===== src/rtl/pong_mmio_if.sv =====
// Processor data-memory bus as seen by the Pong MMIO controller.
// master = CPU/RAM side, slave = controller.
interface pong_mmio_if #(
  parameter int ADDR_W = 12
);
  logic [ADDR_W-1:0] address_dmem;
  logic [31:0]       data;
  logic              wren;
  logic [31:0]       dmem_q;
  logic [31:0]       q_dmem;
  logic              ram_wren;

  modport master (
    output address_dmem, data, wren, dmem_q,
    input  q_dmem, ram_wren
  );

  modport slave (
    input  address_dmem, data, wren, dmem_q,
    output q_dmem, ram_wren
  );
endinterface


===== src/rtl/pong_mmio_ctrl.sv =====
// Pong MMIO controller: RAM write guard, vsync-committed VGA registers, PS2 key FIFO.
// Optional KEY_FILTER_EN: push only W/S/O/K/space make codes, drop F0 break pairs.
module pong_mmio_ctrl #(
  parameter int ADDR_W     = 12,
  parameter int RAM_LIMIT  = 2000,
  parameter int MMIO_BASE  = 3000,
  parameter int FIFO_DEPTH = 4
) (
  input  logic       clock,
  input  logic       resetn,
  pong_mmio_if.slave bus,
  input  logic       ps2_key_pressed,
  input  logic [7:0] ps2_key_data,
  input  logic       vga_vs,
  output logic [9:0] vga_ball_x,
  output logic [8:0] vga_ball_y,
  output logic [8:0] vga_paddle_left,
  output logic [8:0] vga_paddle_right,
  output logic       key_irq
);

  localparam int PW = $clog2(FIFO_DEPTH) + 1;
  localparam int AW = PW - 1;

  typedef enum logic {IDLE, PENDING} state_e;

  logic [ADDR_W-1:0] addr;
  logic [ADDR_W-1:0] off_full;
  logic [2:0]        off;
  logic              in_win;
  logic              wr_win;
  logic [3:0]        sh_we;
  logic              unused_bits;

  assign addr     = bus.address_dmem;
  assign off_full = addr - ADDR_W'(MMIO_BASE);
  assign off      = off_full[2:0];
  assign in_win   = (addr >= ADDR_W'(MMIO_BASE)) &&
                    (addr < ADDR_W'(MMIO_BASE + 8));
  assign wr_win   = bus.wren & in_win;
  assign unused_bits = ^{bus.data[31:10], off_full[ADDR_W-1:3]};

  assign bus.ram_wren = bus.wren & (addr < ADDR_W'(RAM_LIMIT));

  always_comb begin
    sh_we = '0;
    for (int i = 0; i < 4; i++)
      sh_we[i] = wr_win && (off == 3'(i));
  end

  state_e      state_q, state_d;
  logic        mode_q, mode_d;
  logic [9:0]  sh_x_q, sh_x_d, lv_x_q, lv_x_d;
  logic [8:0]  sh_y_q, sh_y_d, lv_y_q, lv_y_d;
  logic [8:0]  sh_l_q, sh_l_d, lv_l_q, lv_l_d;
  logic [8:0]  sh_r_q, sh_r_d, lv_r_q, lv_r_d;
  logic        vs1_q, vs2_q, vsp_q, vs_ev;
  logic [15:0] frame_q, frame_d;

  assign vs_ev = vsp_q & ~vs2_q;
  assign frame_d = frame_q + 16'(vs_ev);

  always_comb begin
    sh_x_d = sh_we[0] ? bus.data[9:0] : sh_x_q;
    sh_y_d = sh_we[1] ? bus.data[8:0] : sh_y_q;
    sh_l_d = sh_we[2] ? bus.data[8:0] : sh_l_q;
    sh_r_d = sh_we[3] ? bus.data[8:0] : sh_r_q;
    mode_d = (wr_win && off == 3'd6) ? bus.data[0] : mode_q;
  end

  // Commit copies the pre-write shadows; a racing write re-arms PENDING
  always_comb begin
    logic copy;
    copy    = 1'b0;
    state_d = state_q;
    unique case (state_q)
      IDLE: if (mode_q && |sh_we) state_d = PENDING;
      PENDING: begin
        if (!mode_q) begin
          copy    = 1'b1;
          state_d = IDLE;
        end else if (vs_ev) begin
          copy    = 1'b1;
          state_d = |sh_we ? PENDING : IDLE;
        end
      end
      default: state_d = IDLE;
    endcase
    lv_x_d = copy ? sh_x_q : lv_x_q;
    lv_y_d = copy ? sh_y_q : lv_y_q;
    lv_l_d = copy ? sh_l_q : lv_l_q;
    lv_r_d = copy ? sh_r_q : lv_r_q;
    if (!mode_q) begin
      if (sh_we[0]) lv_x_d = sh_x_d;
      if (sh_we[1]) lv_y_d = sh_y_d;
      if (sh_we[2]) lv_l_d = sh_l_d;
      if (sh_we[3]) lv_r_d = sh_r_d;
    end
  end

  logic [7:0]    mem_q [FIFO_DEPTH];
  logic [PW-1:0] wp_q, rp_q;
  logic          kp_q, kp_rise, push_req;
  logic          empty, full, do_pop, do_push;
  logic          ovf_q, ovf_d;
  logic [7:0]    head;

  assign kp_rise = ps2_key_pressed & ~kp_q;
  assign empty   = (wp_q == rp_q);
  assign full    = (wp_q[AW] != rp_q[AW]) &&
                   (wp_q[AW-1:0] == rp_q[AW-1:0]);
  assign do_pop  = wr_win && (off == 3'd4) && !empty;
  assign do_push = push_req && (!full || do_pop);
  assign head    = empty ? 8'h00 : mem_q[rp_q[AW-1:0]];
  assign key_irq = !empty;

  always_comb begin
    ovf_d = ovf_q;
    if (wr_win && off == 3'd5 && bus.data[2]) ovf_d = 1'b0;
    if (push_req && full && !do_pop) ovf_d = 1'b1;
  end

`ifdef KEY_FILTER_EN
  logic skip_q, skip_d;
  always_comb begin
    skip_d   = skip_q;
    push_req = 1'b0;
    if (kp_rise) begin
      if (skip_q) skip_d = 1'b0;
      else if (ps2_key_data == 8'hF0) skip_d = 1'b1;
      else push_req = ps2_key_data inside
        {8'h1D, 8'h1B, 8'h44, 8'h42, 8'h29};
    end
  end
  always_ff @(posedge clock or negedge resetn) begin
    if (!resetn) skip_q <= 1'b0;
    else         skip_q <= skip_d;
  end
`else
  assign push_req = kp_rise;
`endif

  logic        sel_q;
  logic [31:0] rdata_q, rd_val;

  always_comb begin
    rd_val = '0;
    case (off)
      3'd0: rd_val = {22'b0, sh_x_q};
      3'd1: rd_val = {23'b0, sh_y_q};
      3'd2: rd_val = {23'b0, sh_l_q};
      3'd3: rd_val = {23'b0, sh_r_q};
      3'd4: rd_val = {23'b0, !empty, head};
      3'd5: rd_val = {frame_q, 13'b0, ovf_q, full, !empty};
      3'd6: rd_val = {31'b0, mode_q};
      default: rd_val = '0;
    endcase
    if (!in_win) rd_val = '0;
  end

  assign bus.q_dmem = sel_q ? rdata_q : bus.dmem_q;

  always_ff @(posedge clock or negedge resetn) begin
    if (!resetn) begin
      state_q <= IDLE;
      mode_q  <= 1'b1;
      sh_x_q  <= 10'd320;
      sh_y_q  <= 9'd240;
      sh_l_q  <= 9'd240;
      sh_r_q  <= 9'd240;
      lv_x_q  <= 10'd320;
      lv_y_q  <= 9'd240;
      lv_l_q  <= 9'd240;
      lv_r_q  <= 9'd240;
      vs1_q   <= 1'b1;
      vs2_q   <= 1'b1;
      vsp_q   <= 1'b1;
      frame_q <= '0;
      wp_q    <= '0;
      rp_q    <= '0;
      kp_q    <= 1'b0;
      ovf_q   <= 1'b0;
      sel_q   <= 1'b0;
      rdata_q <= '0;
      for (int i = 0; i < FIFO_DEPTH; i++) mem_q[i] <= '0;
    end else begin
      state_q <= state_d;
      mode_q  <= mode_d;
      sh_x_q  <= sh_x_d;
      sh_y_q  <= sh_y_d;
      sh_l_q  <= sh_l_d;
      sh_r_q  <= sh_r_d;
      lv_x_q  <= lv_x_d;
      lv_y_q  <= lv_y_d;
      lv_l_q  <= lv_l_d;
      lv_r_q  <= lv_r_d;
      vs1_q   <= vga_vs;
      vs2_q   <= vs1_q;
      vsp_q   <= vs2_q;
      frame_q <= frame_d;
      kp_q    <= ps2_key_pressed;
      ovf_q   <= ovf_d;
      sel_q   <= in_win;
      rdata_q <= rd_val;
      if (do_push) begin
        mem_q[wp_q[AW-1:0]] <= ps2_key_data;
        wp_q <= wp_q + 1'b1;
      end
      if (do_pop) rp_q <= rp_q + 1'b1;
    end
  end

  assign vga_ball_x       = lv_x_q;
  assign vga_ball_y       = lv_y_q;
  assign vga_paddle_left  = lv_l_q;
  assign vga_paddle_right = lv_r_q;

endmodule

===== src/flat_wrapper.sv =====
// flat-port wrapper written by rule: the top's interface ports become plain ports
module pong_mmio_ctrl_flat 
#(
  parameter int ADDR_W     = 12,
  parameter int RAM_LIMIT  = 2000,
  parameter int MMIO_BASE  = 3000,
  parameter int FIFO_DEPTH = 4
)
  (clock, resetn, ps2_key_pressed, ps2_key_data, vga_vs, vga_ball_x, vga_ball_y, vga_paddle_left, vga_paddle_right, key_irq, bus_address_dmem, bus_data, bus_wren, bus_dmem_q, bus_q_dmem, bus_ram_wren);
  pong_mmio_if #(.ADDR_W(ADDR_W)) bus_i ();
  input  logic clock;
  input  logic resetn;
  input  logic ps2_key_pressed;
  input  logic [7:0] ps2_key_data;
  input  logic vga_vs;
  output logic [9:0] vga_ball_x;
  output logic [8:0] vga_ball_y;
  output logic [8:0] vga_paddle_left;
  output logic [8:0] vga_paddle_right;
  output logic key_irq;
  input wire logic [$bits(bus_i.address_dmem)-1:0] bus_address_dmem;
  input wire logic [$bits(bus_i.data)-1:0] bus_data;
  input wire logic [$bits(bus_i.wren)-1:0] bus_wren;
  input wire logic [$bits(bus_i.dmem_q)-1:0] bus_dmem_q;
  output wire logic [$bits(bus_i.q_dmem)-1:0] bus_q_dmem;
  output wire logic [$bits(bus_i.ram_wren)-1:0] bus_ram_wren;
  assign bus_i.address_dmem = bus_address_dmem;
  assign bus_i.data = bus_data;
  assign bus_i.wren = bus_wren;
  assign bus_i.dmem_q = bus_dmem_q;
  assign bus_q_dmem = bus_i.q_dmem;
  assign bus_ram_wren = bus_i.ram_wren;
  pong_mmio_ctrl #(.ADDR_W(ADDR_W), .RAM_LIMIT(RAM_LIMIT), .MMIO_BASE(MMIO_BASE), .FIFO_DEPTH(FIFO_DEPTH)) u_core (.clock(clock), .resetn(resetn), .bus(bus_i), .ps2_key_pressed(ps2_key_pressed), .ps2_key_data(ps2_key_data), .vga_vs(vga_vs), .vga_ball_x(vga_ball_x), .vga_ball_y(vga_ball_y), .vga_paddle_left(vga_paddle_left), .vga_paddle_right(vga_paddle_right), .key_irq(key_irq));
endmodule

===== config.mk =====
export PLATFORM = sky130hd
export DESIGN_NAME = pong_mmio_ctrl_flat
export DESIGN_NICKNAME = d
export VERILOG_FILES = /design/src/rtl/pong_mmio_if.sv /design/src/rtl/pong_mmio_ctrl.sv /design/src/flat_wrapper.sv
export SDC_FILE = /design/constraint.sdc
export NUM_CORES = 1
export LEC_CHECK = 0
export ABC_AREA = 1
export CORE_ASPECT_RATIO = 1.4
export CORE_MARGIN = 3
export CORE_UTILIZATION = 35
export CTS_CLUSTER_DIAMETER = 150
export DETAILED_ROUTE_END_ITERATION = 12
export HOLD_SLACK_MARGIN = 0.05
export MAX_ROUTING_LAYER = met4
export SETUP_SLACK_MARGIN = 0.5
export SLEW_MARGIN = 40
export SYNTH_ARGS = -nofsm -noshare
export SYNTH_HDL_FRONTEND = slang
export SYNTH_SLANG_ARGS = --single-unit

===== constraint.sdc =====
create_clock -name clock -period 2.8 [get_ports clock]
set_input_delay 0.84 -clock clock [delete_from_list [all_inputs] [get_ports clock]]
set_output_delay 0.84 -clock clock [all_outputs]
set_load 0.01 [all_outputs]

==> flow_summary.ini, run 1 <==
[power]
power_density_nw_per_um2 = 609
static-leakage-power_uw = 0.00495
ir_drop_mv = 0.413

[synth]
synth_ff_type = dfrtp_1
async_reset_ff_share_pct = 100
synthAdderAreaFrac_pct = 1.15
synth_area_um2 = 7610
synthTopCellsByArea = dfrtp_1 (43%), dfstp_2 (11%), nand2_1 (9.8%)
synth_nets = 913
muxShareOfSynthArea_pct = 6.35
synth_warnings = 0
synth_top_cell_by_area = dfrtp_1
synth_top_area_share_pct = 42.7
synthSimpleGateAreaFrac_pct = 20.8
ys_ff_latch = 162
syn-instance-count = 817
ys_types = 38
synth-xor-area-share_pct = 2.27
synth_edf_count = 0
ys_seq_area_share_pct = 53.8
synth_compound_area_share_pct = 9.65
syn_avg_cell_area_um2 = 9.32
synth_top_family_by_area = simple AND/OR/NAND/NOR gates

[drt]
viasPerCell = 5.07
vias = 6374
wl_met2_um = 10700
drtPass1Iterations = 6
wl_um = 21300
wl_met1_um = 8950
post-route-drc-count = 0
wl_per_cell_um = 17.0
ant_nets = 0
topRoutingLayerUsed = met4
met3_length_um = 847
drt_iter0_drc = 379

[layout]
synthToLayoutAreaGrowth_pct = 34.7
layout_commonest_cell = nand2_1
final_util_pct = 48.2
layout.nets = 1081
final_cell_mix = nand2_1 (198), dfrtp_1 (127), nor2_1 (59)
drive_above_1_share_pct = 22.7
n_antenna_cell = 0

[clocking]
cts_buffer_depth = 2
cts.htree.levels = 4
cts.clk_slew.worst_paths_ns = 0.07
cts_hold_buf = 0
cts_buffers = 17
clk_latency_ns = 0.43
root_buffer = clkbuf_16
cts_tree = yes
cts_num_sinks = 162

[timing]
slew_headroom_pct = 60.1
worst_pin_slew_ns = 0.598
finalCritPeriodShare_pct = 83.9
finalSetupViolCount = 0
period_needed_ns = 2.35
rsz0062_at_grt = yes
hold_viol = 0
holdWs_ns = 0.357
clock_skew_ns = 0.0131
fmax_mhz = 426
finalMaxSlewViolations = 0

[floorplanning]
die_area_um2 = 23600
dieHeight_um = 180
ios = 160
rows = 63
core_area_um2 = 21300
start_util_pct = 35.8
fp.dieW_um = 131

[worst_hold_path]
hold_class = reg -> reg
whs_path_depth = 0

[run]
max-cap-violations = 0

[grt]
first_global_vias = 6333
grt_max_degree = 60
grt_usage_pct = 18.8
gr-total-overflow = 0
antenna_found_initial = 0
grt_pass1_wl_um = 33800

[place]
gp_congestion = 0.851
io_buffer_count = 137
hpwlAfterDp_um = 15200

[setup_path]
critPathKind = reg -> out
crit_fanout = 16
critical_path.startpoint_type = register
cp.required_ns = 1.96
crit_chain = clkbuf_16, mux2_4, buf_6
slowest_delay_ns = 0.45
worstPathArrival_ns = 1.51
cp-end-kind = primary output
cp_slowest_cell = dfrtp_2
reg2reg_depth = 11

[status]
outcome = finished clean
sequential cells by signal (all words and copies together) (netlist names), 3 cells and up:
signal,count
u_core.rp_q,3
u_core.wp_q,3
u_core.rdata_q,26
u_core.vga_ball_y,9
u_core.sh_l_q,9
u_core.vga_paddle_right,9
u_core.vga_ball_x,10
u_core.mem_q,32
u_core.sh_r_q,9
u_core.sh_x_q,10
u_core.frame_q,16
u_core.vga_paddle_left,9
u_core.sh_y_q,9
worst paths after layout:
kind                                   endpoint         start  slack [ns]
hold reg to reg                    u_core.vs2_q  u_core.vs1_q        0.36
setup / recovery                 bus_q_dmem[26]  u_core.sel_q        0.45
max in group asynchronous  u_core.vga_ball_y[6]        resetn        1.72
setup reg to reg             u_core.frame_q[14]  u_core.vsp_q        0.71
hold / removal                     u_core.vs2_q  u_core.vs1_q        0.36
min in group asynchronous    u_core.rdata_q[26]        resetn        0.39
cell type report:
class                      instances  area [um^2]
clock inverter                    14          145
inverter                          65          244
sequential                       162         4100
clock buffer                      18          429
multi-input combinational        551         3210
tap                              260          325
fill                            2050        11000
timing repair buffer             188         1800
synthesized netlist by cell type, types with 2 or more instances:
cell type and instances:
a21oi_1 26, a22oi_1 3, a31oi_1 5, buf_1 6, buf_2 8, buf_4 5
buf_6 5, clkbuf_1 15, dfrtp_1 130, dfstp_2 32, ha_1 7, inv_1 58
inv_2 6, mux2_2 26, mux2i_1 19, nand2_1 199, nand2_2 5, nand3_1 19
nand3_2 5, nand4_1 34, nor2_1 61, nor2_2 5, nor3_1 19, nor3_2 2
o21ai_0 37, o21ai_1 4, o22ai_1 48, o22ai_2 3, xnor2_1 3, xnor2_2 2
xor2_1 13
metrics by stage:
stage / instances / total power (uW) / area, um^2 / setup WS, ns / setup TNS (ns)
after detailed placement: 1219 / 3950 / 9550 / -0.157 / -0.833
after global placement: 1219 / 3930 / 9550 / -0.169 / -0.740
after CTS: 1257 / 6290 / 10200 / 0.396 / 0
final: 1258 / 6250 / 10300 / 0.451 / 0
after global routing: 1258 / 6560 / 10300 / 0.404 / 0
after floorplan: 817 / 3460 / 7610 / 0.689 / 0
routing by layer:
layer / track usage [%] / vias to the layer above
met3: 3.26 / 41
met4: 9.10 / 0
li1: - / 3090
met2: 29.3 / 158
met5: - / -
met1: 23.5 / 3085
power by group:
group	leakage, uW	switching, uW	internal (uW)	total (uW)
clock network	0.000272	1030	1250	2280
registers	0.00190	200	2660	2860
logic	0.00278	606	500	1110
total	0.00495	1830	4410	6250
kinds of logic after synthesis:
kind of cell,Yosys count
simple gates,354
compound gates,127
xor+xnor,18
mux,45
fa+ha+maj,7
buf+inv,104
flops,162
critical path: cells and delay by family, from the launching register on:
kind / cells / cell delay [ns]
DFF: 1 / 0.45
muxes: 1 / 0.31
buffers and inverters: 2 / 0.32
repair_timing:
action	CTS	global route
setup endpoints to repair	74	55
cloned	0	1
pin swaps	9	5
buffers inserted	6	0
resized for setup	252	18
No activity file was read; power rests on OpenSTA's default activity.
==> inputs of run 2 (changes only) <==
==> constraint.sdc (replaced) <==
create_clock -name clock -period 2.45 [get_ports clock]
set_input_delay 0.735 -clock clock [delete_from_list [all_inputs] [get_ports clock]]
set_output_delay 0.735 -clock clock [all_outputs]
set_load 0.01 [all_outputs]
==> flow_summary.ini, run 2 (synthesis gave the netlist of run 1 again) <==
[drt]
vias = 6497
wl_per_cell_um = 16.8
wl_um = 21500
drtPass1Iterations = 5
viasPerCell = 5.06
ant_nets = 0
post-route-drc-count = 0
drt_iter0_drc = 436

[layout]
reg.largest.list = u_core.mem_q (32), u_core.rdata_q (26), u_core.frame_q (16)
final_cell_mix = nand2_1 (195), dfrtp_1 (128), buf_4 (59)
fillers = 1989
final-instance-count-excl-fill = 1285
synthToLayoutAreaGrowth_pct = 39.8
final_util_pct = 50.0
design_area_um2 = 10600
largest_reg_flops = 32
layout.nets = 1108
n_antenna_cell = 0
largest-register = u_core.mem_q
layout_commonest_cell = nand2_1
drive_above_1_share_pct = 28.0

[setup_path]
crit_family = buffers and inverters
regToRegSetupSlack_ns = 0.61
cp-startpoint = bus_dmem_q[7]
slowest_delay_ns = 0.40
worstPathArrival_ns = 1.53
cp-endpoint = bus_q_dmem[7]
r2r-end = u_core.frame_q[14]
cp_slowest_cell = clkdlybuf4s50_1
path_buf_inv = 2
crit_chain = clkdlybuf4s50_1, mux2_2, buf_6
cp.required_ns = 1.71
critical_path.startpoint_type = input pin
path_depth = 3
critPathKind = in -> out
cp-end-kind = primary output
crit_fanout = 1
reg2reg_depth = 11
reg2reg_from = u_core.vsp_q

[clocking]
cts_hold_buf = 0
cts.htree.levels = 4
cts_num_sinks = 162
cts_buffer_depth = 2
cts.clk_slew.worst_paths_ns = 0.07
cts_tree = yes
clk_latency_ns = 0.43
cts_buffers = 17
root_buffer = clkbuf_16

[timing]
finalCritPeriodShare_pct = 92.5
clock_skew_ns = 0.0111
period_needed_ns = 2.27
worst_pin_slew_ns = 0.590
hold_viol = 0
fmax_mhz = 441
slew_headroom_pct = 60.6
rsz0062_at_grt = yes
holdWs_ns = 0.264
finalMaxSlewViolations = 0
finalSetupViolCount = 0

[grt]
grt_max_degree = 58
grt_pass1_wl_um = 34500
gr-total-overflow = 0
first_global_vias = 6532
antenna_found_initial = 0
grt_usage_pct = 19.1

[floorplanning]
rows = 63
dieHeight_um = 180
start_util_pct = 35.8
die_area_um2 = 23600
core_area_um2 = 21300
fp.dieW_um = 131
ios = 160

[power]
ir_drop_mv = 0.434
power_density_nw_per_um2 = 686
static-leakage-power_uw = 0.00519

[place]
dp.cells = 1239
place_area_um2 = 9700
io_buffer_count = 137
hpwlAfterDp_um = 15300
gp_congestion = 0.852

[run]
max-cap-violations = 0

[status]
outcome = finished clean

[worst_hold_path]
hold_class = in -> async
-- run 2: changes by cell type in the layout (fill, tap and decap cells not counted), sizes merged --
cell / delta
inv: +1
clkinvlp: -1
dlymetal6s2s: +7
clkdlybuf4s15: +5
bufinv: +1
clkdlybuf4s50: -24
buf: +33
clkinv: +1
dlygate4sd2: +3
clkbuf: +1
-- run 2: cell type report --
type / instances / area [um^2] / share of cell area, %
Timing Repair Buffer: 214 / 1990 / 18.7
Multi-Input combinational cell: 551 / 3370 / 31.7
Inverter: 65 / 258 / 2.42
Clock buffer: 17 / 425 / 4.00
Tap cell: 260 / 325 / 3.06
Timing Repair inverter: 1 / 3.75 / 0.0353
Sequential cell: 162 / 4100 / 38.5
Clock inverter: 15 / 171 / 1.61
-- run 2: repair_timing --
item,4_1_cts,5_1_grt
setup buffers,9,4
cloned,1,0
gates resized for setup,311,59
pin swaps,22,12
endpoints found under the setup margin,194,145
-- run 2: metrics by stage --
step | power (uW) | worst slack (ns) | TNS (ns)
global placement | 4510 | -0.313 | -16.11
floorplan | 3950 | 0.549 | 0
detailed placement | 4540 | -0.299 | -21.53
global route | 7650 | 0.173 | 0
CTS | 7330 | 0.196 | 0
finish | 7300 | 0.184 | 0
-- run 2: worst register-to-register path: cells and delay by family, from the launching register on --
family	cells	cell delay, ns
fa+ha+maj	2	0.29
buf+inv	1	0.07
flops	1	0.52
simple gates	8	0.85
-- run 2: routing by layer --
layer / vias to the layer above / track usage, % / routed length, um
li1: 3150 / - / -
met3: 26 / 3.00 / 849
met1: 3183 / 23.7 / 8970
met4: 0 / 5.80 / 444
met2: 138 / 32.0 / 11300
met5: - / - / 0
-- run 2: how the worst min path moves through the flow --
stage	from	to	slack [ns]
after floorplan	u_core.vs1_q	u_core.vs2_q	0.35
after global placement	u_core.vs1_q	u_core.vs2_q	0.35
after detailed placement	u_core.vs1_q	u_core.vs2_q	0.35
after CTS	resetn	u_core.rdata_q[26]	0.28
after global routing	resetn	u_core.rdata_q[29]	0.30
final	resetn	u_core.rdata_q[26]	0.26
-- run 2: power breakdown --
group          total [uW]  switching [uW]  internal [uW]
clock network        2690            1150           1530
logic                1330             729            602
registers            3280             241           3040
total                7300            2130           5170
==> inputs of run 3 (changes only) <==
--- a/config.mk
+++ b/config.mk
@@ -14,6 +14,7 @@
 export HOLD_SLACK_MARGIN = 0.05
 export MAX_ROUTING_LAYER = met4
 export SETUP_SLACK_MARGIN = 0.5
+export SKIP_CTS_REPAIR_TIMING = 1
 export SLEW_MARGIN = 40
 export SYNTH_ARGS = -nofsm -noshare
 export SYNTH_HDL_FRONTEND = slang
==> flow_summary.ini, run 3 (synthesis gave the netlist of run 1 again) <==
[timing]
layout_setup_ws_ns = 0.188
worst_pin_slew_ns = 0.596
finalCritPeriodShare_pct = 92.3
rsz0062_at_grt = yes
finalSetupViolCount = 0
finalMaxSlewViolations = 0
slew_headroom_pct = 60.3
period_needed_ns = 2.26
hold_viol = 0
clock_skew_ns = 0.0116
fmax_mhz = 442

[power]
p_total_uw = 7310
static-leakage-power_uw = 0.00542
power_density_nw_per_um2 = 676
ir_drop_mv = 0.433

[layout]
final_util_pct = 50.8
largest_reg_flops = 32
design_area_um2 = 10800
layout_commonest_cell = nand2_1
largest-register = u_core.mem_q
layout.nets = 1106
multiInputGateArea_um2 = 3290
seqCellArea_um2 = 4100
reg.largest.list = u_core.mem_q (32), u_core.rdata_q (26), u_core.frame_q (16)
drive_above_1_share_pct = 24.8
fillers = 1953
final_cell_mix = nand2_1 (195), dfrtp_1 (128), dlymetal6s2s_1 (74)
synthToLayoutAreaGrowth_pct = 42.0

[place]
io_buffer_count = 137
gp_congestion = 0.852
place_area_um2 = 9700
hpwlAfterDp_um = 15300
dp_slack_ns = -0.299

[floorplanning]
start_util_pct = 35.8
ios = 160
die_area_um2 = 23600
rows = 63
core_area_um2 = 21300
fp.dieW_um = 131
dieHeight_um = 180

[clocking]
cts_tree = yes
cts_buffer_depth = 2
cts_num_sinks = 162
root_buffer = clkbuf_16
cts.clk_slew.worst_paths_ns = 0.07
cts_buffers = 17
clk_latency_ns = 0.43
cts.htree.levels = 4

[drt]
viasPerCell = 5.00
met3_length_um = 822
wl_met1_um = 9070
post-route-drc-count = 0
wl_um = 21500
topRoutingLayerUsed = met4
ant_nets = 0
wl_per_cell_um = 16.8
drtPass1Iterations = 5
vias = 6421
drt_iter0_drc = 449
wl_met2_um = 11200

[worst_hold_path]
hold_class = in -> async

[setup_path]
cp-end-kind = primary output
critical_path.startpoint_type = input pin
worstPathArrival_ns = 1.53
cp.required_ns = 1.71
regToRegSetupSlack_ns = 0.57
crit_fanout = 1
critPathKind = in -> out

[grt]
antenna_found_initial = 1
grt_usage_pct = 18.8
first_global_vias = 6446
grt_max_degree = 58
grt_pass1_wl_um = 33900
gr-total-overflow = 0

[status]
outcome = finished clean

[run]
max-cap-violations = 0
run 3: worst paths after layout:
check | from | to | cells past startpoint
max | bus_dmem_q[31] | bus_q_dmem[31] | 3
min | resetn | u_core.rdata_q[26] | 1
max reg2reg | u_core.vsp_q | u_core.frame_q[14] | 11
min reg2reg | u_core.vs1_q | u_core.vs2_q | 0
max in group asynchronous | resetn | u_core.sh_l_q[7] | 2
min in group clock | u_core.vs1_q | u_core.vs2_q | 0
run 3: power by group:
group	leakage [uW]	total, uW	switching [uW]	internal (uW)
sequential	0.00190	3290	247	3040
clock	0.000292	2690	1150	1530
combinational	0.00323	1340	720	617
total	0.00542	7310	2120	5190
run 3: worst max-delay path, cell delays in order:
cell and delay [ns]:
clkdlybuf4s50_1 0.40, mux2_2 0.26, clkbuf_2 0.13
run 3: per-layer routing:
metal,GRT usage (%),up-vias
met5,-,-
met3,3.00,26
met4,6.26,0
met1,23.5,3116
li1,-,3149
met2,30.9,130
run 3: final cells by class:
class	count	share of cell area (%)
flip-flops and latches	162	37.9
diodes	1	0.0232
clock buffers	17	3.94
well taps	260	3.01
inverters	65	2.34
clock inverters	15	1.59
multi-input cells	551	30.4
repair buffers	213	20.8
run 3: per-stage QoR:
| stage | instances | TNS (ns) | hold WS, ns |
|---|---|---|---|
| 3_5_place_dp | 1239 | -21.53 | 0.348 |
| 5_1_grt | 1284 | 0 | 0.301 |
| 2_1_floorplan | 817 | 0 | 0.345 |
| 3_3_place_gp | 1239 | -16.11 | 0.347 |
| 6_report | 1284 | 0 | 0.262 |
| 4_1_cts | 1271 | -5.24 | 0.284 |
